**src/rtl/commit_trace_pkg.sv**
```systemverilog
// Shared encodings for the commit trace buffer: record types, counter selects
// and the packed record layout {type[1:0], a[15:0], b[15:0]}.
package commit_trace_pkg;

  localparam logic [1:0] TR_REG   = 2'd0;
  localparam logic [1:0] TR_LOAD  = 2'd1;
  localparam logic [1:0] TR_STORE = 2'd2;
  localparam logic [1:0] TR_HALT  = 2'd3;

  localparam logic [2:0] CNT_CYCLES = 3'd0;
  localparam logic [2:0] CNT_INST   = 3'd1;
  localparam logic [2:0] CNT_IHIT   = 3'd2;
  localparam logic [2:0] CNT_IREQ   = 3'd3;
  localparam logic [2:0] CNT_DHIT   = 3'd4;
  localparam logic [2:0] CNT_DREQ   = 3'd5;

  localparam int REC_W = 34;

  function automatic logic [REC_W-1:0] pack_rec(input logic [1:0] t,
                                                input logic [15:0] a,
                                                input logic [15:0] b);
    return {t, a, b};
  endfunction

endpackage

```
**src/rtl/trace_fifo.sv**
```systemverilog
// First-word-fall-through record FIFO; the head is presented combinationally
// and reads as zero while empty.
module trace_fifo
  import commit_trace_pkg::*;
#(
  parameter int DEPTH = 8,
  parameter int W     = REC_W
) (
  input  logic         clk,
  input  logic         rst,
  input  logic         push,
  input  logic [W-1:0] push_data,
  input  logic         pop,
  output logic [W-1:0] pop_data,
  output logic         full,
  output logic         empty
);

  localparam int AW = $clog2(DEPTH);
  localparam int CW = AW + 1;

  logic [W-1:0]  mem [DEPTH];
  logic [AW-1:0] wr_ptr;
  logic [AW-1:0] rd_ptr;
  logic [CW-1:0] count;
  logic          do_push;
  logic          do_pop;

  assign empty    = (count == '0);
  assign full     = (count == CW'(DEPTH));
  assign do_pop   = pop & ~empty;
  // A push into a full FIFO is legal when the head leaves on the same edge.
  assign do_push  = push & (~full | do_pop);
  assign pop_data = empty ? '0 : mem[rd_ptr];

  always_ff @(posedge clk or posedge rst) begin
    if (rst) begin
      wr_ptr <= '0;
      rd_ptr <= '0;
      count  <= '0;
    end else begin
      if (do_push) wr_ptr <= wr_ptr + AW'(1);
      if (do_pop)  rd_ptr <= rd_ptr + AW'(1);
      case ({do_push, do_pop})
        2'b10:   count <= count + CW'(1);
        2'b01:   count <= count - CW'(1);
        default: count <= count;
      endcase
    end
  end

  always_ff @(posedge clk) begin
    if (do_push) mem[wr_ptr] <= push_data;
  end

endmodule

```
**src/rtl/commit_trace_buf.sv**
```systemverilog
// Retire-event capture, serializer into a record FIFO, and run performance
// counters for the processor's MEM/WB stage.
module commit_trace_buf
  import commit_trace_pkg::*;
#(
  parameter int DEPTH = 8,
  parameter int CNT_W = 32
) (
  input  logic             clk,
  input  logic             rst,
  input  logic             regWrite,
  input  logic [2:0]       wrReg,
  input  logic [15:0]      wrData,
  input  logic             memRead,
  input  logic             memWrite,
  input  logic [15:0]      memAddr,
  input  logic [15:0]      memDataIn,
  input  logic [15:0]      memDataOut,
  input  logic             halt,
  input  logic             iReq,
  input  logic             iHit,
  input  logic             dReq,
  input  logic             dHit,
  output logic             stall,
  output logic             trValid,
  input  logic             trReady,
  output logic [1:0]       trType,
  output logic [15:0]      trA,
  output logic [15:0]      trB,
  input  logic [2:0]       cntSel,
  output logic [CNT_W-1:0] cntData,
  output logic             done
);

  // Pending-event mask bits: [0]=register write, [1]=memory op, [2]=halt.
  logic [2:0]       mask;
  logic [2:0]       clr_bit;
  logic [2:0]       remain;
  logic [2:0]       cap_wr_reg;
  logic [15:0]      cap_wr_data;
  logic [15:0]      cap_addr;
  logic [15:0]      cap_mem_data;
  logic             cap_store;
  logic             halted;
  logic             capture;
  logic             push;
  logic             pop;
  logic             full;
  logic             empty;
  logic [1:0]       rec_type;
  logic [15:0]      rec_a;
  logic [15:0]      rec_b;
  logic [REC_W-1:0] head;
  logic [CNT_W-1:0] cnt_cycles, cnt_inst, cnt_ihit, cnt_ireq, cnt_dhit, cnt_dreq;

  // trValid/trReady: a record transfers on every edge where both are high;
  // while trValid is high and trReady low the head fields hold steady.
  assign pop     = trValid & trReady;
  assign capture = ~stall & ~halted;

  always_comb begin
    rec_type = TR_REG;
    rec_a    = '0;
    rec_b    = '0;
    clr_bit  = '0;
    if (mask[0]) begin
      rec_type = TR_REG;
      rec_a    = {13'b0, cap_wr_reg};
      rec_b    = cap_wr_data;
      clr_bit  = 3'b001;
    end else if (mask[1]) begin
      rec_type = cap_store ? TR_STORE : TR_LOAD;
      rec_a    = cap_addr;
      rec_b    = cap_mem_data;
      clr_bit  = 3'b010;
    end else if (mask[2]) begin
      rec_type = TR_HALT;
      clr_bit  = 3'b100;
    end
  end

  assign push   = (mask != 3'b000) & (~full | pop);
  assign remain = push ? (mask & ~clr_bit) : mask;
  assign stall  = (remain != 3'b000);
  assign done   = halted & (mask == 3'b000) & empty;

  always_ff @(posedge clk or posedge rst) begin
    if (rst) begin
      mask         <= '0;
      cap_wr_reg   <= '0;
      cap_wr_data  <= '0;
      cap_addr     <= '0;
      cap_mem_data <= '0;
      cap_store    <= 1'b0;
      halted       <= 1'b0;
    end else if (capture) begin
      // remain is zero whenever capture is allowed, so the mask reloads cleanly.
      mask         <= {halt, memRead | memWrite, regWrite};
      cap_wr_reg   <= wrReg;
      cap_wr_data  <= wrData;
      cap_addr     <= memAddr;
      cap_mem_data <= memWrite ? memDataIn : memDataOut;
      cap_store    <= memWrite;
      if (halt) halted <= 1'b1;
    end else begin
      mask <= remain;
    end
  end

  always_ff @(posedge clk or posedge rst) begin
    if (rst) begin
      cnt_cycles <= '0;
      cnt_inst   <= '0;
      cnt_ihit   <= '0;
      cnt_ireq   <= '0;
      cnt_dhit   <= '0;
      cnt_dreq   <= '0;
    end else begin
      if (!halted) cnt_cycles <= cnt_cycles + CNT_W'(1);
      if (capture) begin
        if (halt | regWrite | memWrite) cnt_inst <= cnt_inst + CNT_W'(1);
        if (iHit) cnt_ihit <= cnt_ihit + CNT_W'(1);
        if (iReq) cnt_ireq <= cnt_ireq + CNT_W'(1);
        if (dHit) cnt_dhit <= cnt_dhit + CNT_W'(1);
        if (dReq) cnt_dreq <= cnt_dreq + CNT_W'(1);
      end
    end
  end

  always_comb begin
    cntData = '0;
    case (cntSel)
      CNT_CYCLES: cntData = cnt_cycles;
      CNT_INST:   cntData = cnt_inst;
      CNT_IHIT:   cntData = cnt_ihit;
      CNT_IREQ:   cntData = cnt_ireq;
      CNT_DHIT:   cntData = cnt_dhit;
      CNT_DREQ:   cntData = cnt_dreq;
      default:    cntData = '0;
    endcase
  end

  trace_fifo #(
    .DEPTH (DEPTH),
    .W     (REC_W)
  ) u_fifo (
    .clk       (clk),
    .rst       (rst),
    .push      (push),
    .push_data (pack_rec(rec_type, rec_a, rec_b)),
    .pop       (pop),
    .pop_data  (head),
    .full      (full),
    .empty     (empty)
  );

  assign trValid = ~empty;
  assign trType  = head[33:32];
  assign trA     = head[31:16];
  assign trB     = head[15:0];

endmodule

```
**config.mk**
```make
export PLATFORM = sky130hd
export DESIGN_NAME = commit_trace_buf
export DESIGN_NICKNAME = d
export VERILOG_FILES = /design/src/rtl/commit_trace_pkg.sv /design/src/rtl/trace_fifo.sv /design/src/rtl/commit_trace_buf.sv
export SDC_FILE = /design/constraint.sdc
export NUM_CORES = 1
export LEC_CHECK = 0
export CAP_MARGIN = 10
export CORE_MARGIN = 2
export CORE_UTILIZATION = 56
export DETAILED_ROUTE_END_ITERATION = 16
export PLACE_DENSITY = 0.78
export SLEW_MARGIN = 25
export SYNTH_ARGS = -nofsm -noshare
export SYNTH_HDL_FRONTEND = slang
export SYNTH_SLANG_ARGS = --single-unit
```
**constraint.sdc**
```tcl
create_clock -name clk -period 11.99 [get_ports clk]
set_clock_uncertainty 0.05 [all_clocks]
set_input_delay 2.398 -clock clk [delete_from_list [all_inputs] [get_ports clk]]
set_output_delay 2.398 -clock clk [all_outputs]
set_load 0.01 [all_outputs]
```
-- Word level (Yosys, flattened, before mapping)
Memory sizes are Yosys's and may differ from the RTL's.
Index checks and enable logic that the tools add are counted.
- bits in registers: 258
- memory bits (writable): 272
- input bits: 81
- output and inout bits: 69
- logic and storage cells: 84
- memories: 1
- add/subtract/negate cells: 10
- equal/unequal tests: 8
- multiplexer cells: 19
- bitwise operators: 18
- reductions and logical operators: 12
- memories (name ; words ; width ; read ports ; clocked after Yosys merged registers in ; write ports ; line ; RTL):
    u_fifo.mem ; 8 ; 34 ; 1 ; 0 ; 1 ; trace_fifo.sv:22 ; logic [W-1:0] mem [DEPTH];
- operators by type and width (kind ; count):
    $add A32 B1 Y32 const B ; 6
    $pmux W32 S6 ; 1
    $mux W16 ; 5
    $mux W34 ; 1
    $mux W3 ; 5
    $reduce_and A2 Y1 ; 6
    $mux W2 ; 4
    $pmux W4 S2 ; 1
    $and A1 B1 Y1 ; 7
    $add A3 B1 Y3 const B ; 2
    $eq A3 B2 Y1 const B ; 2
    $eq A3 B3 Y1 const B ; 2
    $logic_not A3 Y1 ; 2
    $reduce_bool A3 Y1 ; 2
    $or A1 B1 Y1 ; 5
    $add A4 B1 Y4 const B ; 1
    $eq A4 B4 Y1 const B ; 1
    $logic_not A4 Y1 ; 1
    $not A1 Y1 ; 4
    $sub A4 B1 Y4 const B ; 1
    $and A3 B3 Y3 ; 1
    $eq A3 B1 Y1 const B ; 1
    $not A3 Y3 ; 1
    $eq A2 B1 Y1 const B ; 1
    3 further kinds ; 4

-- Longest topological paths before layout
Gate-level depths: netlist of the first run.
- word-level depth: 10
- depth in mapped cells: 13
- gate-level depth less buffers: 11

-- Modules after synthesis
Synthesis of the first run repeated with hierarchy kept, for this count alone.
- cells, all modules: 1673
- area total of the unflattened synthesis: 23532.6 µm²
- by module, submodules not included (module ; times used ; cells each ; area an instance (µm²) ; seq. area each (µm²)):
    commit_trace_buf ; 1 ; 1170 ; 12530.8 ; 6206.0
    trace_fifo ; 1 ; 503 ; 11001.8 ; 8418.1

-- Worst setup path after synthesis of the first run
No wires, ideal clock.
- path kind: in2reg
- start: input trReady
- end: memory u_fifo.mem[1][0] in the netlist's numbering, enable pin
- setup time: 0.467 ns
- data arrival time: 5.501 ns
- data required time: 11.473 ns
- slack: 5.971 ns
- stages: 6
- buffers on the path: 1
- cell sequence: nor2b_1 -> and2_1 -> clkbuf_1 -> nor2_1 -> nand2_1 -> nor3_1
- longest elaborated chain between the ends: 6
- elaborated cells between the ends (all ways): 8
- those cells by class: mux (2); bitwise (6)
- ends and longest elaborated chain (item ; line ; RTL):
    from (decl) ; commit_trace_buf.sv:26 ; input logic trReady,
    $and A1 B1 Y1 * ; commit_trace_buf.sv:58 ; assign pop = trValid & trReady;
    $or A1 B1 Y1 or $and A1 B1 Y1 (tied branches) ; commit_trace_buf.sv:82, trace_fifo.sv:31 ;
    $and A1 B1 Y1 or $or A1 B1 Y1 (tied branches) ; commit_trace_buf.sv:82, trace_fifo.sv:33 ;
    $and A1 B1 Y1 * ; trace_fifo.sv:33 ; assign do_push = push & (~full | do_pop);
    $mux W1 * ; trace_fifo.sv:53 ; if (do_push) mem[wr_ptr] <= push_data;
    $mux W1 (implied by the code) * ; trace_fifo.sv:53 ;
    to (decl) ; trace_fifo.sv:22 ;
Every way passes the cells marked *; elsewhere a longest branch is shown, timed or not.

-- Final worst setup path of the first run
- start: input cntSel[1]
- end: output cntData[0]
- longest elaborated chain between the ends: 2
- elaborated cells between the ends (all ways): 7
- those cells by class: eq/ne (5); mux (1); reduce/logical (1)
- ends and longest elaborated chain (item ; line ; RTL):
    from (decl) ; commit_trace_buf.sv:30 ; input logic [2:0] cntSel,
    $eq A3 B3 Y1 (tied with other cells) ; commit_trace_buf.sv:132 ; case (cntSel)
    $pmux W32 S6 * ; commit_trace_buf.sv:132 ;
    to (decl) ; commit_trace_buf.sv:31 ; output logic [CNT_W-1:0] cntData,
Marks and branches as above.

==> flow_summary.yaml, run 1 <==
pwr:
  p_per_area_mw_per_mm2: 177
  power_mw: 4.77
  leakage_nw: 10.6
  ir_drop_v: 0.000120
job:
  maxCapViolations: 0
setup_path:
  cp.arrival_ns: 4.63
  cp_max_fo: 32
  cp.required_ns: 9.54
  critPathKind: "in2out"
  end_kind: "primary output"
  cp-start-kind: "primary input"
global_routing:
  antenna_found_initial: 0
  overflow: 0
  grt_pass1_wl_um: 90900
  grt_pass1_vias: 15005
  grt_max_degree: 120
  grtUsageTotal_pct: 28.7
run_status:
  status: "finished clean"
routing:
  drt_iter0_drc: 1477
  drt-total-wl_um: 60300
  wl_per_cell_um: 24.7
  ant_nets: 0
  vias_per_cell: 6.20
  vias: 15135
  drcViolationCount: 0
  first_pass_iters: 5
synth:
  synth_edf_count: 272
  ys_seq_area_share_pct: 63.5
  yosys-top-cells-area: "edfxtp_1 35%, dfrtp_1 28%, mux4_2 6.6%, xnor2_1 4.5%, nand2_1 3.1%"
  async_reset_ff_share_pct: 48.7
  syn_avg_cell_area_um2: 13.4
  syn_area_mm2: 0.0230
  synth_ff_type: "edfxtp_1"
  yosysWarnings: 0
  synth_seq_cells: 530
  synth_nets: 1812
  yosysTopAreaCell: "edfxtp_1"
  synth.top_cell.area_share_pct: 35.4
  synth.distinct_cells: 48
  syn_inst: 1720
floorplan:
  fp.dieH_um: 207
  core.rowCount: 74
  dieWidth_um: 207
  io_pins: 150
  core_area_mm2: 0.0407
  initial_core_util_pct: 56.6
  die_area_mm2: 0.0428
clock_network:
  cts-buffers-inserted: 52
  cts_sinks: 530
  cts_hold_buf: 0
  cts_tree: "built"
  clkTransAtPathRegs_ns: 0.06
  cts-root-buf: "clkbuf_16"
  h-tree-depth: 2
  clock_latency_ns: 0.61
  cts.path.max_buffers: 3
  post_cts_buffers: 0
  cts_resized: 0
finish:
  final_cell_mix: "272 x edfxtp_1, 255 x dfrtp_1, 193 x nand2_1"
  largest_reg_flops: 272
  layout_commonest_cell: "edfxtp_1"
  drive_above_1_share_pct: 11.2
  ff_latch_area_mm2: 0.0146
  nFillCells: 2905
  largest-register: "u_fifo.mem"
  fin_nets: 1958
  area_growth_pct: 17.1
  diodes: 0
  multi_input_area_mm2: 0.00809
  final_area_mm2: 0.0270
placed_design:
  dp_hpwl_um: 39200
  place_area_mm2: 0.0252
  gp_congestion: 0.997
  port_buffers: 149
timing:
  max_clock_freq_mhz: 141
  period_needed_ns: 7.07
  hold_viol: 0
  grt_setup_unrepaired: "false"
  tns_ns: 0
  setup_viol: 0
  slew_violations: 0
  slew-limit-headroom_pct: 26.5
  worstMarginPinSlew_ns: 1.09
  finalCritPeriodShare_pct: 59.0
worst_hold_path:
  min_path_type: "reg2reg"
==> through the flow <==
stage / utilization [%] / cells / worst slack [ns] / hold slack, ns
floorplan: - / 1720 / 2.44 / 0.387
global placement: 61.8 / 2344 / 4.58 / 0.401
detailed placement: 61.8 / 2344 / 4.94 / 0.409
CTS: 66.2 / 2440 / 4.94 / 0.424
global route: 66.2 / 2440 / 4.81 / 0.438
finish: 66.2 / 2440 / 4.92 / 0.418
==> worst paths after layout <==
kind | depth (start not counted) | slack (ns) | end | start
min | 2 | 0.42 | cap_addr[9]$_DFFE_PP0P_ | cap_addr[9]$_DFFE_PP0P_
min reg2reg | 2 | 0.42 | cap_addr[9]$_DFFE_PP0P_ | cap_addr[9]$_DFFE_PP0P_
min in group asynchronous | 2 | 2.28 | cap_addr[12]$_DFFE_PP0P_ | rst
max in group asynchronous | 4 | 7.55 | cnt_cycles[16]$_DFFE_PP0N_ | rst
max reg2reg | 6 | 8.37 | cnt_dhit[30]$_DFFE_PP0P_ | mask[1]$_DFF_PP0_
max | 5 | 4.92 | cntData[0] | cntSel[1]
==> logic make-up (layout without fill, tap and decap cells) <==
kind of cell,Yosys count,count (layout),synth area share [%]
adder cells (fa/ha/maj),12,12,0.646
flip-flops,530,530,63.5
multiplexers,128,128,9.30
buffers and inverters,109,297,1.86
XOR/XNOR,195,195,7.45
AO/OA/AOI/OAI,145,145,4.60
AND/OR/NAND/NOR,601,601,12.7
==> area by class of cell <==
cell class | instances | share of cell area, %
tap | 532 | 2.47
multi-input combinational | 1081 | 30.0
sequential | 530 | 54.2
clock inverter | 25 | 1.27
inverter | 28 | 0.418
clock buffer | 71 | 5.39
timing repair buffer | 173 | 6.21
==> metal layers <==
metal,track usage (%),vias up,share of wire (%)
met5,0,-,0
met2,47.0,692,49
met1,37.2,7646,39
met4,15.0,0,5.3
met3,4.68,164,6.8
li1,-,6633,-
==> report_power, final <==
| part | leakage [nW] | switching, mW | total (mW) | internal (mW) |
|---|---|---|---|---|
| Sequential | 5.92 | 0.119 | 2.09 | 1.98 |
| Clock | 0.883 | 0.702 | 1.70 | 1.00 |
| Combinational | 3.79 | 0.447 | 0.974 | 0.528 |
==> worst max-delay path, stage by stage <==
cell,delay [ns]
clkdlybuf4s50_1,0.59
and3b_2,0.67
a22oi_1,0.15
nand3_1,0.23
clkdlybuf4s50_1,0.57
==> cell usage after synthesis, drive strengths merged (28+ instances only) <==
| cell type | number |
|---|---|
| a22oi | 96 |
| clkbuf | 60 |
| dfrtp | 258 |
| edfxtp | 272 |
| inv | 28 |
| mux2i | 51 |
| mux4 | 68 |
| nand2 | 193 |
| nand3 | 99 |
| nand4 | 58 |
| nor2 | 105 |
| nor3 | 42 |
| xnor2 | 120 |
| xor2 | 75 |
Power figures use the tool's default switching activity.
==> run 2, diff against run 1 <==
- clock period: 11.99 -> 7.19 ns (I/O delays scaled with it)
==> run 2 against run 1 <==
- first-iteration DRC count up 12%
- sequential cell count unchanged
- clock-buffer cell count up 1
- largest power group unchanged
- clock power up 65%
- utilization up 0.077 points
- routed wire length up 2.2%
- final cell count about the same
- via count up 1.2%
- sequential power up 71%
- die area unchanged
- worst setup slack worse by 2.9 ns
==> flow_summary.yaml, run 2 (synthesized netlist as in run 1, its figures left out) <==
run_status:
  status: "finished clean"
floorplan:
  core_area_mm2: 0.0407
  dieWidth_um: 207
  die_area_mm2: 0.0428
  initial_core_util_pct: 56.6
  core.rowCount: 74
  io_pins: 150
  fp.dieH_um: 207
clock_network:
  cts-buffers-inserted: 52
  cts_hold_buf: 0
  clock_latency_ns: 0.61
  cts_resized: 0
  cts.path.max_buffers: 3
  cts_sinks: 530
  clkTransAtPathRegs_ns: 0.06
  cts-root-buf: "clkbuf_16"
  h-tree-depth: 2
  post_cts_buffers: 0
  cts_tree: "built"
timing:
  tns_ns: 0
  finalCritPeriodShare_pct: 72.3
  slew_violations: 0
  setup_viol: 0
  hold_viol: 0
  finalWorstSetupSlack_ns: 2.00
  max_clock_freq_mhz: 192
  grt_setup_unrepaired: "false"
  worstMarginPinSlew_ns: 0.950
  period_needed_ns: 5.19
  slew-limit-headroom_pct: 36.3
  hold-worst-slack_ns: 0.417
setup_path:
  cp_top_family: "buffers and inverters"
  rrSetupSlack_ns: 3.55
  critPathKind: "in2out"
  cp_common_cell: "clkdlybuf4s50_1"
  path_buf_inv: 2
  critPathSlowestCell: "and3b_2"
  cpPeakStageDelay_ns: 0.69
  cp.arrival_ns: 3.71
  crit_chain: "clkdlybuf4s50_1 > and3b_2 > a22oi_1 > nand3_1 > clkdlybuf4s50_1"
  cp.required_ns: 5.70
  cp_max_fo: 32
  cp-start-kind: "primary input"
  end_kind: "primary output"
routing:
  first_pass_iters: 6
  ant_nets: 0
  drt_iter0_drc: 1655
  drcViolationCount: 0
  vias_per_cell: 6.27
  drt-total-wl_um: 61600
  vias: 15319
  wl_per_cell_um: 25.2
global_routing:
  antenna_found_initial: 0
  grt_max_degree: 178
  grt_pass1_wl_um: 92500
  overflow: 0
  grt_pass1_vias: 15065
  grtUsageTotal_pct: 29.4
finish:
  largest-register: "u_fifo.mem"
  area_growth_pct: 17.2
  largest_reg_flops: 272
  diodes: 0
  final_cell_mix: "272 x edfxtp_1, 255 x dfrtp_1, 193 x nand2_1"
  drive_above_1_share_pct: 11.3
  nFillCells: 2885
  finalNonFillerCells: 2442
  layout_commonest_cell: "edfxtp_1"
  fin_nets: 1960
pwr:
  leakage_nw: 10.6
  ir_drop_v: 0.000170
  p_per_area_mw_per_mm2: 295
placed_design:
  gp_congestion: 1.01
  place_inst: 2345
  port_buffers: 149
  dp_hpwl_um: 39600
  dpl_worst_slack_ns: 2.05
job:
  maxCapViolations: 0
worst_hold_path:
  min_path_type: "reg2reg"
==> run 2: changes by cell type in the layout (fill, tap and decap cells not counted), sizes merged <==
| cell | previous run | this run |
|---|---|---|
| buf | 24 | 26 |
| clkinv | 17 | 14 |
| bufinv | 7 | 5 |
| clkbuf | 71 | 72 |
| clkinvlp | 0 | 4 |
==> run 2: power breakdown <==
group          switching [mW]  internal, mW  leakage, nW
logic                   0.686         0.883         3.81
registers               0.281          3.29         5.92
clock network            1.18          1.63        0.861
total                    2.15          5.81         10.6
==> run 2: per-stage QoR <==
stage | util (%) | power, mW | instance area [um2]
final | 66.3 | 7.96 | 27000
after global routing | 66.3 | 8.26 | 27000
after CTS | 66.2 | 8.02 | 27000
after detailed placement | 61.9 | 5.19 | 25200
after global placement | 61.8 | 5.15 | 25200
after floorplan | - | 4.49 | 23000
==> run 2: path summary, 6_finish.rpt <==
check                                         start                       end  depth (start not counted)
setup / recovery                          cntSel[0]               cntData[31]                          5
hold reg to reg            cap_addr[12]$_DFFE_PP0P_  cap_addr[12]$_DFFE_PP0P_                          2
hold / removal             cap_addr[12]$_DFFE_PP0P_  cap_addr[12]$_DFFE_PP0P_                          2
max in group asynchronous                       rst  cnt_inst[16]$_DFFE_PP0P_                          5
min in group asynchronous                       rst  cap_addr[11]$_DFFE_PP0P_                          2
setup reg to reg                  mask[0]$_DFF_PP0_  cnt_inst[25]$_DFFE_PP0P_                          7
==> run 2: cell type report <==
| class | instances | area [um2] | share of cell area, % |
|---|---|---|---|
| Timing Repair Buffer | 175 | 1730 | 6.41 |
| Clock buffer | 72 | 1490 | 5.51 |
| Sequential cell | 530 | 14600 | 54.2 |
| Clock inverter | 24 | 279 | 1.03 |
| Tap cell | 532 | 666 | 2.47 |
| Multi-Input combinational cell | 1081 | 8100 | 30.0 |
| Inverter | 28 | 109 | 0.403 |
==> run 2: metal layers <==
metal  vias to the layer above  share of wire [%]  global-route usage, %
met5                         -                  0                      0
met4                         0                4.7                   13.8
met3                       145                8.1                   5.04
met2                       798                 49                   47.9
met1                      7756                 39                   39.0
li1                       6620                  -                      -
==> run 2: worst min-delay path, cell delays in order (launching register included) <==
cell and delay (ns):
dfrtp_1 0.33, nand2_1 0.05, nand2_1 0.06
